**config.mk**
```make
export PLATFORM = sky130hd
export DESIGN_NAME = non_restoring_div_ctrl_flat
export DESIGN_NICKNAME = d
export VERILOG_FILES = /design/src/rtl/div_pkg.sv /design/src/rtl/non_restoring_div_ctrl_if.sv /design/src/rtl/parallel_adder_subtractor.sv /design/src/rtl/non_restoring_div_ctrl.sv /design/src/flat_wrapper.sv
export SDC_FILE = /design/constraint.sdc
export NUM_CORES = 1
export LEC_CHECK = 0
export CORE_MARGIN = 5
export CORE_UTILIZATION = 45
export DETAILED_ROUTE_END_ITERATION = 10
export PLACE_DENSITY_LB_ADDON = 0.1
export SLEW_MARGIN = 30
export SYNTH_ARGS = -nofsm -noshare
export SYNTH_HDL_FRONTEND = slang
export SYNTH_SLANG_ARGS = --single-unit
export TNS_END_PERCENT = 5
```
**constraint.sdc**
```tcl
create_clock -name clk -period 2.9 [get_ports clk]
set_clock_uncertainty 0.15 [all_clocks]
set_input_delay 0.725 -clock clk [delete_from_list [all_inputs] [get_ports clk]]
set_output_delay 0.725 -clock clk [all_outputs]
set_load 0.01 [all_outputs]
```
**src/rtl/div_pkg.sv**
```systemverilog
// Shared types and constants for the non-restoring divider and its adder/subtractor stage.
package div_pkg;
   localparam int DIV_WIDTH = 8;
   localparam int DIV_ITERS = 8;

   localparam logic OP_ADD = 1'b1;
   localparam logic OP_SUB = 1'b0;

   localparam logic [DIV_WIDTH-1:0] DIV0_Q = 8'hFF;

   typedef enum logic [1:0] {
      IDLE,
      ITER,
      CORR,
      DONE
   } state_t;
endpackage

```
**src/rtl/non_restoring_div_ctrl_if.sv**
```systemverilog
// Operand/result handshake bundle for the divider; master is the producer/consumer side.
interface non_restoring_div_ctrl_if;
   import div_pkg::*;

   logic                 in_valid;
   logic                 in_ready;
   logic [DIV_WIDTH-1:0] dividend;
   logic [DIV_WIDTH-1:0] divisor;
   logic                 out_valid;
   logic                 out_ready;
   logic [DIV_WIDTH-1:0] quotient;
   logic [DIV_WIDTH-1:0] remainder;
   logic                 div_by_zero;

   modport master (
      output in_valid, dividend, divisor, out_ready,
      input  in_ready, out_valid, quotient, remainder, div_by_zero
   );

   modport slave (
      input  in_valid, dividend, divisor, out_ready,
      output in_ready, out_valid, quotient, remainder, div_by_zero
   );
endinterface

```
**src/rtl/parallel_adder_subtractor.sv**
```systemverilog
// 8-bit add/subtract with a sign-extension bit; {sign_out,result} = {sign_in,x} +/- y modulo 2^9.
// Purely combinational, no handshake.
module parallel_adder_subtractor
   import div_pkg::*;
(
   input  logic                 sign_in,
   input  logic [DIV_WIDTH-1:0] x,
   input  logic [DIV_WIDTH-1:0] y,
   input  logic                 operation_type,
   output logic [DIV_WIDTH-1:0] result,
   output logic                 sign_out
);
   logic [DIV_WIDTH:0] sum;

   always_comb begin
      if (operation_type == OP_ADD)
         sum = {sign_in, x} + {1'b0, y};
      else
         sum = {sign_in, x} - {1'b0, y};
   end

   assign {sign_out, result} = sum;
endmodule

```
**src/rtl/non_restoring_div_ctrl.sv**
```systemverilog
// Unsigned 8-bit non-restoring divider: 8 ITER cycles + 1 CORR cycle, result 10 cycles after accept
// (1 cycle for divide-by-zero); one op in flight, result held in DONE until out_ready.
module non_restoring_div_ctrl
   import div_pkg::*;
#(
   parameter int WIDTH = 8,
   parameter int CNT_W = 4
) (
   input  logic                     clk,
   input  logic                     rst_n,
   non_restoring_div_ctrl_if.slave  bus
);
   if (WIDTH != DIV_WIDTH) begin : g_width_chk
      $error("non_restoring_div_ctrl: WIDTH must be 8 to match the adder/subtractor stage");
   end
   if ((1 << CNT_W) <= WIDTH) begin : g_cnt_chk
      $error("non_restoring_div_ctrl: CNT_W too small for WIDTH iterations");
   end

   state_t             state_q, state_d;
   logic [WIDTH:0]     a_q;
   logic [WIDTH-1:0]   q_q, m_q;
   logic [CNT_W-1:0]   cnt_q;
   logic [WIDTH-1:0]   quot_q, rem_q;
   logic               dz_q;

   logic               as_sign_in, as_op, as_sign_out;
   logic [WIDTH-1:0]   as_x, as_y, as_result;

   parallel_adder_subtractor u_addsub (
      .sign_in        (as_sign_in),
      .x              (as_x),
      .y              (as_y),
      .operation_type (as_op),
      .result         (as_result),
      .sign_out       (as_sign_out)
   );

   always_ff @(posedge clk) begin
      if (!rst_n)
         state_q <= IDLE;
      else
         state_q <= state_d;
   end

   // Next state plus adder operand selection: ITER shifts A:Q left by one, CORR restores a negative A.
   always_comb begin
      state_d    = state_q;
      as_sign_in = 1'b0;
      as_x       = '0;
      as_y       = m_q;
      as_op      = OP_SUB;
      case (state_q)
         IDLE: begin
            if (bus.in_valid)
               state_d = (bus.divisor == '0) ? DONE : ITER;
         end
         ITER: begin
            as_sign_in = a_q[WIDTH-1];
            as_x       = {a_q[WIDTH-2:0], q_q[WIDTH-1]};
            as_op      = a_q[WIDTH] ? OP_ADD : OP_SUB;
            if (cnt_q == CNT_W'(DIV_ITERS - 1))
               state_d = CORR;
         end
         CORR: begin
            as_sign_in = a_q[WIDTH];
            as_x       = a_q[WIDTH-1:0];
            as_op      = OP_ADD;
            state_d    = DONE;
         end
         DONE: begin
            if (bus.out_ready)
               state_d = IDLE;
         end
         default: state_d = IDLE;
      endcase
   end

   always_ff @(posedge clk) begin
      if (!rst_n) begin
         a_q    <= '0;
         q_q    <= '0;
         m_q    <= '0;
         cnt_q  <= '0;
         quot_q <= '0;
         rem_q  <= '0;
         dz_q   <= 1'b0;
      end else begin
         case (state_q)
            IDLE: begin
               if (bus.in_valid) begin
                  if (bus.divisor != '0) begin
                     a_q   <= '0;
                     q_q   <= bus.dividend;
                     m_q   <= bus.divisor;
                     cnt_q <= '0;
                  end else begin
                     quot_q <= DIV0_Q;
                     rem_q  <= bus.dividend;
                     dz_q   <= 1'b1;
                  end
               end
            end
            ITER: begin
               a_q   <= {as_sign_out, as_result};
               q_q   <= {q_q[WIDTH-2:0], ~as_sign_out};
               cnt_q <= cnt_q + 1'b1;
            end
            CORR: begin
               if (a_q[WIDTH])
                  a_q <= {as_sign_out, as_result};
               quot_q <= q_q;
               rem_q  <= a_q[WIDTH] ? as_result : a_q[WIDTH-1:0];
               dz_q   <= 1'b0;
            end
            default: ;
         endcase
      end
   end

   assign bus.in_ready    = (state_q == IDLE);
   assign bus.out_valid   = (state_q == DONE);
   assign bus.quotient    = quot_q;
   assign bus.remainder   = rem_q;
   assign bus.div_by_zero = dz_q;
endmodule

```
**src/flat_wrapper.sv**
```systemverilog
// flat-port wrapper written by rule: the top's interface ports become plain ports
module non_restoring_div_ctrl_flat import div_pkg::*;
#(
   parameter int WIDTH = 8,
   parameter int CNT_W = 4
)
  (clk, rst_n, bus_in_valid, bus_dividend, bus_divisor, bus_out_ready, bus_in_ready, bus_out_valid, bus_quotient, bus_remainder, bus_div_by_zero);
  non_restoring_div_ctrl_if bus_i ();
  input  logic clk;
  input  logic rst_n;
  input wire logic [$bits(bus_i.in_valid)-1:0] bus_in_valid;
  input wire logic [$bits(bus_i.dividend)-1:0] bus_dividend;
  input wire logic [$bits(bus_i.divisor)-1:0] bus_divisor;
  input wire logic [$bits(bus_i.out_ready)-1:0] bus_out_ready;
  output wire logic [$bits(bus_i.in_ready)-1:0] bus_in_ready;
  output wire logic [$bits(bus_i.out_valid)-1:0] bus_out_valid;
  output wire logic [$bits(bus_i.quotient)-1:0] bus_quotient;
  output wire logic [$bits(bus_i.remainder)-1:0] bus_remainder;
  output wire logic [$bits(bus_i.div_by_zero)-1:0] bus_div_by_zero;
  assign bus_i.in_valid = bus_in_valid;
  assign bus_i.dividend = bus_dividend;
  assign bus_i.divisor = bus_divisor;
  assign bus_i.out_ready = bus_out_ready;
  assign bus_in_ready = bus_i.in_ready;
  assign bus_out_valid = bus_i.out_valid;
  assign bus_quotient = bus_i.quotient;
  assign bus_remainder = bus_i.remainder;
  assign bus_div_by_zero = bus_i.div_by_zero;
  non_restoring_div_ctrl #(.WIDTH(WIDTH), .CNT_W(CNT_W)) u_core (.clk(clk), .rst_n(rst_n), .bus(bus_i));
endmodule
```
==> results of run 1 <==
area by class of cell:
class	count	area share, %
inverter	20	1.93
multi-input combinational	259	48.8
clock buffer	5	1.77
clock inverter	3	1.19
timing repair buffer	81	19.0
sequential	48	24.8
tap	77	2.48
placed cells by master, fill, tap and decap left out, types with 3 or more instances in the layout:
| cell | instances |
|---|---|
| dfxtp_1 | 46 |
| a222oi_1 | 6 |
| nand2b_1 | 5 |
| clkbuf_8 | 5 |
| o211ai_1 | 3 |
| mux2i_1 | 8 |
| nor2_1 | 32 |
| a22oi_1 | 9 |
| inv_1 | 19 |
| nand2_1 | 26 |
| xor2_1 | 6 |
| a21oi_2 | 3 |
| nand3_1 | 17 |
| buf_4 | 38 |
| clkdlybuf4s50_1 | 38 |
| nor2b_1 | 12 |
| a211oi_1 | 4 |
| a311oi_1 | 8 |
| a31oi_1 | 6 |
| o21ai_0 | 10 |
| a21oi_1 | 25 |
| ha_1 | 9 |
| xnor2_1 | 4 |
| ha_4 | 3 |
| o22ai_1 | 5 |
| buf_6 | 3 |
| nand3b_1 | 4 |
| a21o_1 | 6 |
what timing repair did:
action | 4_1_cts | 5_1_grt
setup buffers | 0 | 4
resized for setup | 7 | 31
endpoints found under the setup margin | 10 | 11
pin swaps | 2 | 16
flip-flops by register name (all words and copies together), names as in the netlist:
| name | count |
|---|---|
| u_core.a_q | 9 |
| u_core.as_y | 8 |
| u_core.bus.quotient | 8 |
| u_core.bus.remainder | 8 |
| u_core.q_q | 8 |
| u_core.cnt_q | 4 |
| u_core.state_q | 2 |
| u_core.bus.div_by_zero | 1 |
worst min-delay path: stages, from the launching register on:
cell and delay (ns):
dfxtp_1 0.32, nand2_1 0.05, a21oi_1 0.05
power groups by stage:
stage / Sequential (mW) / Clock, mW / Combinational, mW
6_report: 0.893 / 0.509 / 2.31
5_1_grt: 0.908 / 0.551 / 2.52
4_1_cts: 0.886 / 0.519 / 2.06
3_5_place_dp: 0.899 / 0 / 2.02
3_3_place_gp: 0.894 / 0 / 2.00
2_1_floorplan: 0.900 / 0 / 1.22
per-stage QoR:
step / total power [mW] / utilization, % / setup slack (ns) / std cells / area [µm²]
3_3_place_gp: 2.90 / 56.7 / -0.288 / 481 / 3580
2_1_floorplan: 2.12 / - / -0.0509 / 350 / 2910
4_1_cts: 3.47 / 58.9 / -0.0193 / 489 / 3720
3_5_place_dp: 2.92 / 56.7 / -0.289 / 481 / 3580
5_1_grt: 3.98 / 61.6 / -0.0847 / 493 / 3890
6_report: 3.71 / 61.6 / 0.0550 / 493 / 3890
metal layers:
| layer | GRT usage [%] | vias to the layer above | wire length [µm] |
|---|---|---|---|
| li1 | - | 1401 | - |
| met1 | 23.9 | 1322 | 3660 |
| met2 | 30.4 | 63 | 3740 |
| met3 | 3.51 | 12 | 269 |
| met4 | 6.08 | 0 | 165 |
| met5 | 0 | - | 0 |
final timing paths:
kind | cells after the start | endpoint | slack (ns) | start
max | 12 | u_core.bus.remainder[4]$_SDFFE_PN0P_ | 0.06 | u_core.state_q[1]$_SDFFE_PN0P_
min | 2 | u_core.bus.remainder[1]$_SDFFE_PN0P_ | 0.31 | u_core.bus.remainder[1]$_SDFFE_PN0P_
max reg2reg | 12 | u_core.bus.remainder[4]$_SDFFE_PN0P_ | 0.06 | u_core.state_q[1]$_SDFFE_PN0P_
min reg2reg | 2 | u_core.bus.remainder[1]$_SDFFE_PN0P_ | 0.31 | u_core.bus.remainder[1]$_SDFFE_PN0P_
cells by family (layout without fill, tap and decap cells):
group	Yosys count	in the layout	share of synthesized area (%)
fa+ha+maj	15	15	6.74
buf+inv	43	109	6.48
compound gates	110	110	27.1
mux	9	9	3.16
flops	48	48	33.2
xor+xnor	11	11	3.80
simple gates	114	114	19.5
==> out/summary.md, run 1 <==
## Layout
- **total of fill cells in the finished design** 575
- **number of antenna repair diodes** 0
- **Synth-to-Final Area Change** 34.4%
- **Final Net Count** 450
- **fraction of final layout cells sized beyond drive strength 1** 20.9%
- **sequential cell area** 963 µm²
- **footprint of the multi-input gates** 0.00190 mm²

## Detailed routing
- **number of remaining DRC errors** 0
- **number of detailed-route iterations in the first pass** 4
- **Via density** 5.68
- **average wire length per cell after detail routing** 15.9 µm
- **initial detailed-routing violation count** 154
- **wire length after detailed routing** 7840 µm
- **remaining number of nets flagged by the antenna check after routing** 0
- **number of vias in the routed layout** 2,798

## CTS
- **clock tree from TritonCTS** done
- **quantity of hold-fixing buffers added after cts** 0
- **total CTS buffers** 5
- **register clock-pin slew on the reported worst setup and hold paths** 0.10 ns
- **clock latency on the worst-skew pair** 0.31 ns
- **maximum clock insertion buffer count** 2
- **H-tree depth** 2
- **CTS Root Buffer Type** clkbuf_8
- **Clock Sink Count** 48

## Die
- **Std-Cell Rows** 29
- **IO Count** 39
- **Initial Util** 45.8%
- **die footprint** 0.00814 mm²
- **width of the die** 90.2 µm
- **Core Box Area** 0.00631 mm²
- **Die Height** 90.2 µm

## Yosys
- **number of cells produced by synthesis** 350
- **most frequently used flop master after synthesis** dfxtp_1
- **sequential element share of the synthesized area** 33.2%
- **Synth Register Bits** 48
- **Avg Cell Area, Syn** 8.27 µm²
- **Synth area leaders** dfxtp_1 33%, ha_1 6.1%, a21oi_1 4.8%, nor2_1 4.3%, nand2_1 3.5%
- **cell type with the highest aggregate area in the netlist** dfxtp_1
- **Unique masters post-synth** 54
- **yosys synthesis warning count** 0
- **cell with the most instances after synthesis** dfxtp_1
- **asr flop ratio synth** 0%
- **synth cell count leaders** 48 x dfxtp_1, 33 x nor2_1, 28 x a21oi_1
- **portion of synthesized cell area occupied by the leading cell type** 33.2%
- **net count of the mapped netlist** 385
- **area of the mapped netlist** 0.00289 mm²
- **EDFF count, synth** 0

## Timing
- **transition time at the pin with the least slew margin** 0.607 ns
- **final setup violation count** 0
- **Fmax** 0.351 GHz
- **summed negative setup slack over all endpoints** 0 ns
- **shortest clock period the worst path allows after layout** 2.84 ns
- **max-slew violations** 0
- **part of the cycle the worst path needs** 98.1%
- **Hold Worst Slack** 0.311 ns
- **unrepaired setup endpoints after global routing** yes
- **max-slew headroom at the worst pin** 59.4%
- **hold violation total from the final report** 0

## Power
- **net switching component of the power** 1.52 mW
- **Leakage** 1.47 nW
- **total power per unit cell area** 955 mW/mm²
- **Seq pwr share** 24.0%
- **Pint** 2.20 mW
- **VDD IR-drop max** 510 µV
- **Sw Share** 40.9%
- **Combinational Power Share** 62.3%
- **Clk pwr share** 13.7%

## Setup path
- **crit-path max FO** 7
- **crit path DAT** 2.90 ns
- **cells traversed along the worst timing path** inv_1, ha_2, buf_4, a22oi_1, nor2b_1, ha_2, fa_2, and3_1, or3_4, nor3b_2, o221ai_1, a21oi_1
- **critical path's top delay family** simple AND/OR/NAND/NOR gates
- **buffering stage count on the worst path with inverters included** 2
- **library cell contributing the largest single delay on the critical path** fa_2
- **critical path launch point type** register
- **kind of capture point of the worst setup path** register
- **crit path kind** reg2reg
- **Most common cell on crit path** ha_2
- **Crit path largest cell delay** 0.38 ns
- **required time of the critical path** 2.95 ns

## Place
- **Final Wtd Congestion** 0.914
- **hpwl dp** 5800 µm
- **Port Buf Inserts** 38

## GRT
- **largest net degree at the start of global routing** 29
- **total gr overflow** 0
- **global-route wire length before repair** 12,500 µm
- **vias in the first global route** 2,597
- **GRT Total Usage** 18.4%
- **initial antenna violation count** 0

## Worst hold path
- **worst hold-check path type** reg2reg

## Status
- **outcome** finished, final reports clean

## Flow run
- **number of violations of the max-capacitance limit** 0

(Power assumes the default switching activity.)
==> run 2: changes to the inputs <==
Settings changed: CAP_MARGIN from default to 40, SKIP_CTS_REPAIR_TIMING from default to 1.
==> run 2 against run 1 <==
Largest cell class unchanged. Utilization down 0.34 points. Sequential cell count unchanged. Final cell count up 0.20%. Combinational power down 2%. Via count up 0.39%. Sequential share of layout area up 0.14 points. Critical endpoint is now u_core.a_q[8]$_SDFFE_PN0P_. Worst hold slack about the same.
==> out/summary.md, run 2 (synthesis gave the netlist of run 1 again) <==
## GRT
- **vias in the first global route** 2,558
- **total gr overflow** 0
- **largest net degree at the start of global routing** 29
- **global-route wire length before repair** 12,400 µm
- **initial antenna violation count** 0
- **GRT Total Usage** 18.2%

## CTS
- **clock tree from TritonCTS** done
- **H-tree depth** 2
- **Clock Sink Count** 48
- **CTS Root Buffer Type** clkbuf_8
- **total CTS buffers** 5
- **register clock-pin slew on the reported worst setup and hold paths** 0.10 ns
- **maximum clock insertion buffer count** 2
- **clock latency on the worst-skew pair** 0.31 ns

## Place
- **Cell Count Post-Placement** 481
- **Final Wtd Congestion** 0.914
- **Port Buf Inserts** 38
- **hpwl dp** 5800 µm
- **Area after DPL** 0.00358 mm²
- **pre-CTS worst setup slack** -0.289 ns

## Timing
- **Fmax** 0.352 GHz
- **hold violation total from the final report** 0
- **max-slew headroom at the worst pin** 60.3%
- **part of the cycle the worst path needs** 98.0%
- **max-slew violations** 0
- **worst-case setup margin in the final layout** 0.0585 ns
- **transition time at the pin with the least slew margin** 0.593 ns
- **final setup violation count** 0
- **shortest clock period the worst path allows after layout** 2.84 ns
- **summed negative setup slack over all endpoints** 0 ns

## Power
- **Pint** 2.17 mW
- **Clk pwr share** 13.9%
- **VDD IR-drop max** 523 µV
- **total power per unit cell area** 947 mW/mm²
- **Seq pwr share** 24.4%
- **Sw Share** 40.8%
- **Final Total Pwr** 3.66 mW
- **Combinational Power Share** 61.6%
- **net switching component of the power** 1.49 mW
- **Leakage** 1.47 nW

## Setup path
- **crit path DAT** 2.90 ns
- **critical path launch point type** register
- **crit path kind** reg2reg
- **required time of the critical path** 2.96 ns
- **kind of capture point of the worst setup path** register
- **crit-path max FO** 5
- **beginning of the worst register-to-register path** u_core.state_q[1]$_SDFFE_PN0P_
- **worst setup path startpoint** u_core.state_q[1]$_SDFFE_PN0P_

## Layout
- **most frequent cells in the layout** 46 x dfxtp_1, 38 x clkdlybuf4s50_1, 38 x buf_4
- **max reg flops** 9
- **Synth-to-Final Area Change** 33.6%
- **most common cell after layout, fill and taps aside** dfxtp_1
- **Finished Layout Cells** 494
- **Final Net Count** 451
- **number of antenna repair diodes** 0
- **fraction of final layout cells sized beyond drive strength 1** 21.6%
- **register ranked first by flip-flop count** u_core.a_q
- **fin area** 0.00387 mm²

## Detailed routing
- **Via density** 5.69
- **number of remaining DRC errors** 0
- **average wire length per cell after detail routing** 15.9 µm
- **initial detailed-routing violation count** 148
- **wire length after detailed routing** 7830 µm
- **remaining number of nets flagged by the antenna check after routing** 0
- **number of detailed-route iterations in the first pass** 6
- **number of vias in the routed layout** 2,809

## Die
- **Die Height** 90.2 µm
- **die footprint** 0.00814 mm²
- **width of the die** 90.2 µm
- **Initial Util** 45.8%
- **Std-Cell Rows** 29
- **Core Box Area** 0.00631 mm²
- **IO Count** 39

## Status
- **outcome** finished, final reports clean

## Worst hold path
- **worst hold-check path type** reg2reg
- **Hold Crit Start** u_core.bus.remainder[1]$_SDFFE_PN0P_

## Flow run
- **number of violations of the max-capacitance limit** 0

-- run 2: metal layers --
layer  GRT usage (%)  vias to the layer above  wire length (µm)
li1                -                     1407                 -
met1            23.9                     1308              3630
met2            29.8                       82              3710
met3            3.51                       12               336
met4            5.96                        0               157
met5               0                        -                 0
-- run 2: path summary, 6_finish.rpt --
kind	to	slack [ns]	depth (start not counted)
min	u_core.bus.remainder[1]$_SDFFE_PN0P_	0.31	2
min reg2reg	u_core.bus.remainder[1]$_SDFFE_PN0P_	0.31	2
max reg2reg	u_core.a_q[8]$_SDFFE_PN0P_	0.06	12
max	u_core.a_q[8]$_SDFFE_PN0P_	0.06	12
-- run 2: worst max-delay path, stage by stage, from the launching register on --
cell      delay [ns]
dfxtp_2         0.37
inv_2           0.06
ha_2            0.18
a21o_1          0.17
nand2_2         0.12
o31ai_2         0.09
xnor2_1         0.24
ha_1            0.32
a21oi_1         0.20
a21oi_1         0.12
a211oi_2        0.21
xnor3_1         0.28
a32o_1          0.22
-- run 2: area by class of cell --
cell class                 instances  area, µm²
clock buffer                       5       68.8
clock inverter                     3       46.3
fill                             577       2450
inverter                          20       75.1
multi-input combinational        259       1870
sequential                        48        963
tap                               77       96.3
timing repair buffer              82        751
-- run 2: power by group through the flow --
stage	Sequential, mW	Combinational, mW	Clock (mW)
final	0.895	2.26	0.510
after global routing	0.911	2.46	0.551
after CTS	0.885	2.03	0.519
after detailed placement	0.899	2.02	0
after global placement	0.894	2.00	0
after floorplan	0.900	1.22	0
-- run 2: through the flow --
step,hold WS [ns],utilization (%)
4_1_cts,0.315,58.5
3_5_place_dp,0.300,56.7
2_1_floorplan,0.301,-
6_report,0.311,61.3
3_3_place_gp,0.290,56.7
5_1_grt,0.333,61.3
==> run 3: changes to the inputs <==
Settings changed: CORE_UTILIZATION 45 to 40.
==> run 3 against run 2 <==
Sequential share of layout area about the same. Via count down 1.0%. Sequential cell count stayed put. Final cell count rose by 4.3%. Non-clock buffer count decreased by 1. Total power fell by 4.0%. Largest power group unchanged. Highest routed layer unchanged.
==> out/summary.md, run 3 (synthesis gave the netlist of run 1 again) <==
## CTS
- **CTS Root Buffer Type** clkbuf_8
- **clock tree from TritonCTS** done
- **maximum clock insertion buffer count** 2
- **total CTS buffers** 5
- **register clock-pin slew on the reported worst setup and hold paths** 0.09 ns
- **H-tree depth** 2
- **clock latency on the worst-skew pair** 0.30 ns
- **Clock Sink Count** 48

## Place
- **hpwl dp** 5880 µm
- **Final Wtd Congestion** 0.829
- **Area after DPL** 0.00362 mm²
- **Port Buf Inserts** 38

## Timing
- **part of the cycle the worst path needs** 97.2%
- **Fmax** 0.355 GHz
- **shortest clock period the worst path allows after layout** 2.82 ns
- **transition time at the pin with the least slew margin** 0.573 ns
- **hold violation total from the final report** 0
- **max-slew headroom at the worst pin** 61.7%
- **max-slew violations** 0
- **final setup violation count** 0

## Layout
- **number of antenna repair diodes** 0
- **Final Net Count** 450
- **Layout Utilization** 54.2%
- **register ranked first by flip-flop count** u_core.a_q
- **max reg flops** 9
- **fin area** 0.00387 mm²
- **fraction of final layout cells sized beyond drive strength 1** 20.4%
- **Synth-to-Final Area Change** 33.7%
- **most common cell after layout, fill and taps aside** dfxtp_1
- **total of fill cells in the finished design** 733
- **most frequent cells in the layout** 46 x dfxtp_1, 39 x buf_4, 38 x clkdlybuf4s50_1

## GRT
- **GRT Total Usage** 17.5%
- **total gr overflow** 0
- **initial antenna violation count** 0
- **largest net degree at the start of global routing** 29
- **global-route wire length before repair** 12,600 µm
- **vias in the first global route** 2,608

## Setup path
- **required time of the critical path** 2.98 ns
- **crit path DAT** 2.90 ns
- **kind of capture point of the worst setup path** register
- **crit path kind** reg2reg
- **crit-path max FO** 5
- **critical path launch point type** register
- **FF-to-FF setup slack** 0.08 ns

## Power
- **Pint** 2.06 mW
- **Final Total Pwr** 3.52 mW
- **net switching component of the power** 1.45 mW
- **Sw Share** 41.3%
- **Leakage** 1.45 nW
- **total power per unit cell area** 908 mW/mm²
- **Seq pwr share** 25.3%
- **VDD IR-drop max** 694 µV
- **Clk pwr share** 12.1%
- **Combinational Power Share** 62.6%

## Status
- **outcome** finished, final reports clean

## Die
- **width of the die** 95.1 µm
- **Initial Util** 40.6%
- **Std-Cell Rows** 31
- **Core Box Area** 0.00714 mm²
- **die footprint** 0.00904 mm²
- **IO Count** 39
- **Die Height** 95.1 µm

## Worst hold path
- **worst hold-check path type** reg2reg

## Detailed routing
- **number of remaining DRC errors** 0
- **number of detailed-route iterations in the first pass** 4
- **initial detailed-routing violation count** 121
- **Via density** 5.40
- **number of vias in the routed layout** 2,781
- **remaining number of nets flagged by the antenna check after routing** 0
- **average wire length per cell after detail routing** 15.2 µm
- **wire length after detailed routing** 7810 µm

## Flow run
- **number of violations of the max-capacitance limit** 0

==> run 3: area by class of cell <==
cell class                 instances  area (µm²)  share of cell area, %
clock buffer                       6        82.6                   2.13
multi-input combinational        259        1870                   48.2
inverter                          20        75.1                   1.94
timing repair buffer              81         744                   19.2
tap                               99         124                   3.20
sequential                        48         963                   24.9
clock inverter                     2        15.0                  0.388
==> run 3: path summary, 6_finish.rpt <==
kind                                        start                                    to  depth (start not counted)
max reg2reg        u_core.state_q[1]$_SDFFE_PN0P_            u_core.a_q[6]$_SDFFE_PN0P_                         13
max                u_core.state_q[1]$_SDFFE_PN0P_            u_core.a_q[6]$_SDFFE_PN0P_                         13
min reg2reg  u_core.bus.remainder[0]$_SDFFE_PN0P_  u_core.bus.remainder[0]$_SDFFE_PN0P_                          2
min          u_core.bus.remainder[0]$_SDFFE_PN0P_  u_core.bus.remainder[0]$_SDFFE_PN0P_                          2
==> run 3: routing by layer <==
metal	global-route usage, %	vias to the layer above	wire length [µm]
li1	-	1401	-
met1	24.4	1310	3810
met2	28.3	61	3630
met3	2.68	9	304
met4	3.73	0	62
met5	0	-	0
==> run 3: metrics by stage <==
step / setup WS [ns] / std cells / setup TNS (ns) / hold slack, ns
after CTS: -0.277 / 511 / -1.70 / 0.308
after global placement: -0.225 / 503 / -0.987 / 0.290
after floorplan: -0.0509 / 350 / -0.0914 / 0.301
final: 0.0823 / 515 / 0 / 0.306
after detailed placement: -0.259 / 503 / -1.61 / 0.296
after global routing: -0.0211 / 515 / -0.0415 / 0.343
==> run 3: critical path, cell delays in order, from the launching register on <==
cell,delay (ns)
dfxtp_2,0.33
buf_4,0.13
ha_4,0.15
a21o_1,0.17
and2_4,0.19
a21oi_2,0.12
xor2_1,0.18
ha_1,0.28
buf_4,0.16
a21boi_1,0.14
o311ai_1,0.35
buf_4,0.18
nand2_1,0.05
o22ai_1,0.15
==> run 3: power groups by stage <==
stage	Clock, mW	Sequential, mW	Combinational [mW]
final	0.425	0.890	2.20
after CTS	0.440	0.883	2.03
after global routing	0.468	0.908	2.41
after global placement	0	0.895	2.01
after detailed placement	0	0.898	2.02
after floorplan	0	0.900	1.22
==> RTL change, RTL diff (config.mk and constraints of run 2) <==
Make the reset (`rst_n`) asynchronous in 2 clocked blocks.
--- a/src/rtl/non_restoring_div_ctrl.sv
+++ b/src/rtl/non_restoring_div_ctrl.sv
@@ -36,7 +36,7 @@
       .sign_out       (as_sign_out)
    );
 
-   always_ff @(posedge clk) begin
+   always_ff @(posedge clk or negedge rst_n) begin
       if (!rst_n)
          state_q <= IDLE;
       else
@@ -76,7 +76,7 @@
       endcase
    end
 
-   always_ff @(posedge clk) begin
+   always_ff @(posedge clk or negedge rst_n) begin
       if (!rst_n) begin
          a_q    <= '0;
          q_q    <= '0;
Function: differs if rst_n is asserted again (counterexample within 4 cycles, from zero or initial values and one cycle with rst_n low); with rst_n held inactive, the same outputs for 10 cycles.
==> RTL change against run 2 <==
- the run now ends with negative setup slack left
- setup slack worse by 0.32 ns
- power rose by 39%
- die area increased by 2.8%
- synthesized area increased by 3.2%
- final area up 4.0%
- fmax decreased by 10%
- critical endpoint is now u_core.q_q[0]
- critical path depth grew 1
- largest power group unchanged
- wire length decreased by 5.6%
- sequential cell count did not move
==> RTL change: results (changes against run 2) <==
logic_synthesis:
  synth_ff_type: "dfrtp_1"
  netlist_instances: 321  # -8.3%
  yosysWarnings: 0  # unchanged
  ys_types: 53  # -1.9%
  synth_top_cells_by_area: "dfrtp_1 40%, ha_1 5.9%, nor2_1 4.4%"
  ys_top_cells_by_count: "48 x dfrtp_1, 35 x nor2_1, 29 x nand2_1"
  ys_seq_area_share_pct: 40.2  # +7.0 points
  syn-num-nets: 356  # -7.5%
  async_reset_ff_share_pct: 100  # +100 points
placement:
  io_buffers: 38  # unchanged
  placed_area_um2: 3800  # +6.2%
  place_inst: 470  # -2.3%
  post-place-ws_ns: -0.214  # +0.0748 ns
  place.detailed.hpwl_um: 5600  # -3.4%
  gp_congestion: 0.837  # -8.4%
setup_path:
  cp_max_fo: 6  # +1
  cp.arrival_ns: 3.21  # +0.31 ns
  rr_worst_depth: 13  # +1
run_status:
  violations: "negative setup slack"
  outcome: "finished with violations"
clocking:
  clockBufferDepth: 2  # unchanged
  clk_latency_ns: 0.31  # about the same
  htreeDepth: 2  # unchanged
  cts_root_buf: "clkbuf_8"
power:
  swShare_pct: 42.6  # +1.8 points
  vdd_drop_max_mv: 0.683  # +31%
  p_leak_nw: 1.77  # +20%
drt:
  wl_per_cell_um: 15.4  # -2.9%
  first_pass_iters: 4  # -2
  wirelength_um: 7390  # -5.6%
  first_iter_violations: 188  # +27%
  via_per_inst: 5.48  # -3.6%
final_layout:
  top_register: "u_core.a_q"
  drive_gt1_share_pct: 23.8  # +2.2 points
  fin_nets: 437  # -3.1%
  largest_reg_flops: 9  # unchanged
  fillers: 554  # -4.0%
timing:
  worst-slew-pin-transition_ns: 0.629  # +0.0362 ns
  setup_ws_ns: -0.259  # -0.317 ns
  final.setup.tns_ns: -1.32  # -1.32 ns
  setup_viol: 9  # +9
hold_path:
  hold_path_class: "reg2reg"
  whs_path_depth: 2  # unchanged
global_routing:
  grt_max_degree: 49  # +69%
  grtUsageTotal_pct: 17.9  # -0.25 points
  grt_pass1_wl_um: 12500  # +1.4%
==> RTL change: changes by cell type in the layout (fill, tap and decap cells not counted), moves of 7 or more <==
cell / change
buf_4: +9
o21ai_0: +7
a31oi_1: +7
dfxtp_1: -46
a311oi_1: -7
a21oi_1: -12
dfrtp_1: +47
mux2_2: +9
nand3_1: -14
nor2b_1: -9
==> RTL change: cell type report <==
type	instances	area, um2	share of cell area, %
Timing Repair Buffer	88	779	19.4
Clock buffer	5	68.8	1.71
Sequential cell	48	1200	29.9
Tap cell	77	96.3	2.39
Inverter	23	86.3	2.15
Multi-Input combinational cell	236	1740	43.3
Clock inverter	3	46.3	1.15
==> RTL change: worst paths after layout <==
| kind | startpoint | slack [ns] | endpoint |
|---|---|---|---|
| worst max register to register | u_core.state_q[0] | -0.26 | u_core.q_q[0] |
| worst max-delay path | u_core.state_q[0] | -0.26 | u_core.q_q[0] |
| min in group asynchronous | rst_n | 0.35 | u_core.a_q[7] |
| worst min register to register | u_core.bus.remainder[0] | 0.34 | u_core.bus.remainder[0] |
| max in group asynchronous | rst_n | 1.78 | u_core.state_q[1] |
| worst min-delay path | u_core.bus.remainder[0] | 0.34 | u_core.bus.remainder[0] |
==> RTL change: power groups by stage <==
stage | combinational [mW] | sequential [mW] | clock [mW]
2_1_floorplan | 1.89 | 1.22 | 0
3_3_place_gp | 3.14 | 1.20 | 0
3_5_place_dp | 3.18 | 1.21 | 0
4_1_cts | 3.20 | 1.19 | 0.515
5_1_grt | 3.75 | 1.25 | 0.537
6_report | 3.37 | 1.21 | 0.507
==> RTL change: cell families after synthesis <==
kind of cell | Yosys count | synth area share [%]
compound gates | 96 | 22.7
fa+ha+maj | 15 | 6.54
simple gates | 91 | 14.0
flops | 48 | 40.2
mux | 21 | 7.46
buf+inv | 37 | 5.28
xor+xnor | 13 | 3.81
==> RTL change: per-stage QoR <==
stage / power [mW] / util, % / hold WS, ns
floorplan: 3.11 / - / 0.279
detailed placement: 4.39 / 59.6 / 0.323
global route: 5.53 / 63.0 / 0.368
finish: 5.09 / 63.0 / 0.341
CTS: 4.90 / 61.4 / 0.345
global placement: 4.34 / 59.6 / 0.316
==> RTL change: worst max-delay path, cell delays in order (launching register included) <==
cell and delay (ns):
dfrtp_1 0.44, inv_2 0.10, ha_4 0.17, a21o_1 0.17
and2_4 0.15, buf_6 0.12, a21oi_4 0.11, xor2_1 0.18
ha_1 0.31, a21o_1 0.18, a21o_1 0.18, a221oi_4 0.32
xnor2_2 0.14, a221o_1 0.33
==> RTL change: metal layers <==
metal | part of all wire, % | global-route usage, % | up-vias
met4 | 1.0 | 4.40 | 0
met5 | 0 | 0 | -
li1 | - | - | 1315
met3 | 4.8 | 2.81 | 10
met2 | 49 | 30.7 | 52
met1 | 45 | 23.6 | 1254
